[src/rtl/serial_adder.sv]
// Bit-serial N-bit unsigned adder: one full-adder cell and a carry flop, LSB first.
// Optional carry-in port enabled by defining SERIAL_ADDER_CIN_EN.
module serial_adder #(
   parameter int N = 4
) (
   input  logic         clk,
   input  logic         rst,
   input  logic         start,
`ifdef SERIAL_ADDER_CIN_EN
   input  logic         cin,
`endif
   input  logic [N-1:0] a,
   input  logic [N-1:0] b,
   output logic [N-1:0] y,
   output logic         cout,
   output logic         busy,
   output logic         done
);

   localparam int CW = $clog2(N) + 1;

   typedef enum logic [1:0] {
      IDLE,
      RUN,
      DONE
   } state_t;

   state_t         state, state_nxt;
   logic [N-1:0]   sa, sb;
   logic [CW-1:0]  cnt;
   logic           carry;
   logic           s, carry_nxt, last, cin_init;
   logic [N-1:0]   y_shift;

`ifdef SERIAL_ADDER_CIN_EN
   assign cin_init = cin;
`else
   assign cin_init = 1'b0;
`endif

   // Single full-adder cell; the new sum bit enters y from the top so y fills LSB last.
   always_comb begin
      s              = sa[0] ^ sb[0] ^ carry;
      carry_nxt      = (sa[0] & sb[0]) | (sa[0] & carry) | (sb[0] & carry);
      last           = (cnt == CW'(N - 1));
      y_shift        = y >> 1;
      y_shift[N-1]   = s;
   end

   // NOTE: sequential state uses non-blocking assignments so every flop samples pre-edge values.
   always_ff @(posedge clk or posedge rst) begin
      if (rst) state <= IDLE;
      else     state <= state_nxt;
   end

   // NOTE: next state gets a default before the case so no path leaves it unassigned (no latch).
   always_comb begin
      state_nxt = state;
      case (state)
         IDLE:    if (start) state_nxt = RUN;
         RUN:     if (last)  state_nxt = DONE;
         DONE:    state_nxt = IDLE;
         default: state_nxt = IDLE;
      endcase
   end

   always_ff @(posedge clk or posedge rst) begin
      if (rst) begin
         sa    <= '0;
         sb    <= '0;
         cnt   <= '0;
         carry <= 1'b0;
         y     <= '0;
         cout  <= 1'b0;
      end else begin
         case (state)
            IDLE: begin
               if (start) begin
                  sa    <= a;
                  sb    <= b;
                  carry <= cin_init;
                  cnt   <= '0;
                  y     <= '0;
                  cout  <= 1'b0;
               end
            end
            RUN: begin
               sa    <= sa >> 1;
               sb    <= sb >> 1;
               carry <= carry_nxt;
               y     <= y_shift;
               cnt   <= cnt + 1'b1;
               if (last) cout <= carry_nxt;
            end
            default: ;
         endcase
      end
   end

   assign busy = (state != IDLE);
   assign done = (state == DONE);

endmodule

[config.mk]
export PLATFORM = sky130hd
export DESIGN_NAME = serial_adder
export DESIGN_NICKNAME = d
export VERILOG_FILES = /design/src/rtl/serial_adder.sv
export SDC_FILE = /design/constraint.sdc
export NUM_CORES = 1
export LEC_CHECK = 0
export ABC_CLOCK_PERIOD_IN_PS = 2000
export BUFFER_PORTS_ARGS = -buffer_cell sky130_fd_sc_hd__clkbuf_2
export CORE_ASPECT_RATIO = 1.4
export CORE_UTILIZATION = 40
export DETAILED_ROUTE_END_ITERATION = 8
export PLACE_DENSITY_LB_ADDON = 0.08
export SLEW_MARGIN = 20
export SYNTH_ARGS = -nofsm -noshare
export SYNTH_HDL_FRONTEND = slang
export SYNTH_SLANG_ARGS = --single-unit
export TNS_END_PERCENT = 5
[constraint.sdc]
create_clock -name clk -period 2 [get_ports clk]
set_input_delay 0.1 -clock clk [delete_from_list [all_inputs] [get_ports clk]]
set_output_delay 0.1 -clock clk [all_outputs]
set_load 0.01 [all_outputs]
==> results.md <==
* Initial Utilization at 0.4313
* Critical Path Sink Type: output pin
* Critical path's slowest cell: dfrtp_1
* Post-synthesis cell count at 79
* Cell area after synthesis at 949.7 um2
* Mean Syn Cell Area at 12.02 um2
* Die X at 43.18 um
* Post-synthesis sequential area ratio at 0.5007
* Worst hold-check path type: primary input to register
* Final period util at 0.7523
* Tot Pwr at 1.582 mW
* Gr ovfl total at 0
* Post-route ant nets at 0
* WHS Endpoint: sb[3]
* Chip height at 59.65 um
* Total negative setup slack at 0 ps
* R2R setup slack at 520 ps
* Critical Path RT at 1900 ps
* Drt pass-1 iters at 3
* Lkg Pwr at 0.4975 nW
* Area Growth Syn to Fin at 9.881%
* Fraction of layout cells with a size suffix above 1 at 0.2842
* Total GRT Usage at 0.1528
* Finished Layout Cells at 117
* Placer Congestion at 0.6788
* Root buffer cell: clkbuf_4
* Yosys cell types at 23
* FF+latch area at 475.5 um2
* Cell-internal power at 0.9912 mW
* Sw Pwr at 0.5906 mW
* R2r worst-path depth at 2
* CP startpoint kind: register
* # resized after CTS at 0
* Initial antenna violation count at 0
* Crit-path max FO at 19
* Die ar. at 2576 um2
* TritonCTS sink count at 19
* Port Buf Inserts at 17
* # fillers at 223
* Area of the multi-input gates at 377.9 um2
* Residual DRC at 0
* Worst Hold Depth at 3
* Total wire length at 1.620 mm
* Clock skew at 2.846 ps
* Max H-tree Level at 1
* Final slew viol count at 0
* MaxCap Viol Count at 0
* Worst Tran Pin Value at 690.9 ps
* Syn_nets at 93
* Clock-pin transition on the worst setup and hold timing paths at 100 ps
* Skew-Pair Late Insertion Delay at 300 ps
* Peak VDD IR at 0.0006736 V
* Minimum clock period at 1505 ps
* Pwr dens at 1516 nW/um2
* Antenna Cells at 0
* Worst path arrival time at 1400 ps
* Net count, final at 110
* Site row count at 20
* Number of I/O pins at 18
* CP Class: register to output pin
* Global-route wire length before repair at 2.891 mm
* Reg-to-reg endpoint: cout
* Sw Ratio at 0.3734
* Final hold violations at 0
* Final Setup Violations at 0
* Vias at 661
* YS warnings at 0
* Reg power frac at 0.463
* Per-cell routed wire length at 13.85 um
* Total CTS buffers at 3
* Vias per cell at 5.650
* Clock power share at 0.123
* HP Start: b[3]
* Pin count of the biggest net entering global routing at 20
* Cells after DPL at 112
* CP cell instances: or2_2 > clkbuf_2
* Yosys reg bits at 19
* Clk buf depth at 2
* Max-slew headroom at 0.5389
* DRT iter0 DRCs at 24
* Vias in the first global route at 684
* Part of the power in combinational logic at 0.414
* Worst path max stage delay at 610 ps
* Worst r2r src: state[0]
* Outcome: finished clean
* Core Region at 2202 um2
* Maximum clock frequency at 664.6 MHz
* RSZ-0062 raised after global routing: no
* CTS tree: done
cells in the final DEF (no fill, tap or decap), types with 3 or more instances in the layout:
master,n
dfrtp_1,19
nor4b_1,6
nor2_1,4
a22o_1,7
inv_1,11
clkbuf_2,17
a221oi_1,4
clkbuf_4,3
cell usage after synthesis:
cell type   n  area [um2]
and2_1      2       12.51
nand2_1     2       7.510
nor2b_1     1       6.260
ha_1        2       25.02
o221ai_1    2       17.52
mux2_2      1       11.26
buf_6       4       45.04
fa_1        1       20.02
a221o_1     1       10.01
a221oi_1    4       35.03
nor2_1      4       15.01
a221oi_2    2       30.03
a21oi_1     1       5.000
o21bai_4    1       18.77
dfrtp_1    19       475.5
nor2b_4     1       13.76
and3b_1     1       8.760
buf_2       2       10.01
a22o_1      7       61.31
nor4b_1     6       52.55
inv_1      11       41.29
or2_2       2       12.51
nand3b_1    2       15.01
metrics by stage:
step | setup WS (ps) | hold slack [ps] | area [um2] | util
after global routing | 399.1 | 131.3 | 1044 | 0.4739
final | 495.4 | 118.0 | 1044 | 0.4739
after detailed placement | 526.9 | 229.9 | 1007 | 0.4574
after floorplan | 645.6 | 51.13 | 949.7 | -
after global placement | 549.3 | 230.4 | 1007 | 0.4574
after CTS | 496.3 | 128.0 | 1044 | 0.4739
layout make-up:
| type | instances | area share |
|---|---|---|
| Tap cell | 22 | 0.02638 |
| Multi-Input combinational cell | 43 | 0.3621 |
| Sequential cell | 19 | 0.4556 |
| Clock buffer | 4 | 0.02518 |
| Inverter | 11 | 0.03957 |
| Timing Repair Buffer | 18 | 0.09113 |
registers in the layout (all words and copies together), names as in the netlist:
name,count
sa,4
sb,4
y,4
cnt,3
state,2
carry,1
cout,1
kinds of logic after synthesis:
group | share of synthesized area
and+or+nand+nor | 0.1515
DFF | 0.5007
AOI/OAI and AO/OA | 0.1871
buffers and inverters | 0.1014
adders and majority gates | 0.04743
muxes | 0.01186
power groups by stage:
stage,clock (mW),sequential (mW),combinational (mW)
floorplan,0,0.664,0.649
global placement,0,0.738,0.665
detailed placement,0,0.743,0.670
CTS,0.199,0.734,0.671
global route,0.216,0.757,0.751
finish,0.194,0.732,0.655
how the worst max path moves through the flow:
| stage | start | slack [ps] | endpoint | cells past startpoint |
|---|---|---|---|---|
| floorplan | sa[0] | 650 | cout | 3 |
| global route | state[0] | 400 | cout | 2 |
| global placement | state[0] | 550 | cout | 2 |
| detailed placement | state[0] | 530 | cout | 2 |
| CTS | state[0] | 500 | busy | 2 |
| finish | state[0] | 500 | busy | 2 |
worst max-delay path: cells and delay by family (launching register included):
family                 cells  cell delay (ps)
and+or+nand+nor            1              370
DFF                        1              610
buffers and inverters      1              130
routing by layer:
metal / GRT usage / vias to the layer above / share of wire
li1: - / 317 / -
met5: 0 / - / 0
met3: 0.01813 / 4 / 0.038
met4: 0.1126 / 0 / 0.028
met1: 0.1809 / 323 / 0.46
met2: 0.2516 / 17 / 0.47
timing repair:
action	in CTS	in global routing
endpoints found under the setup margin	0	0
hold endpoints to repair	19	0
hold buffers	1	0
setup buffers	0	0
No activity file was read; power rests on OpenSTA's default activity.
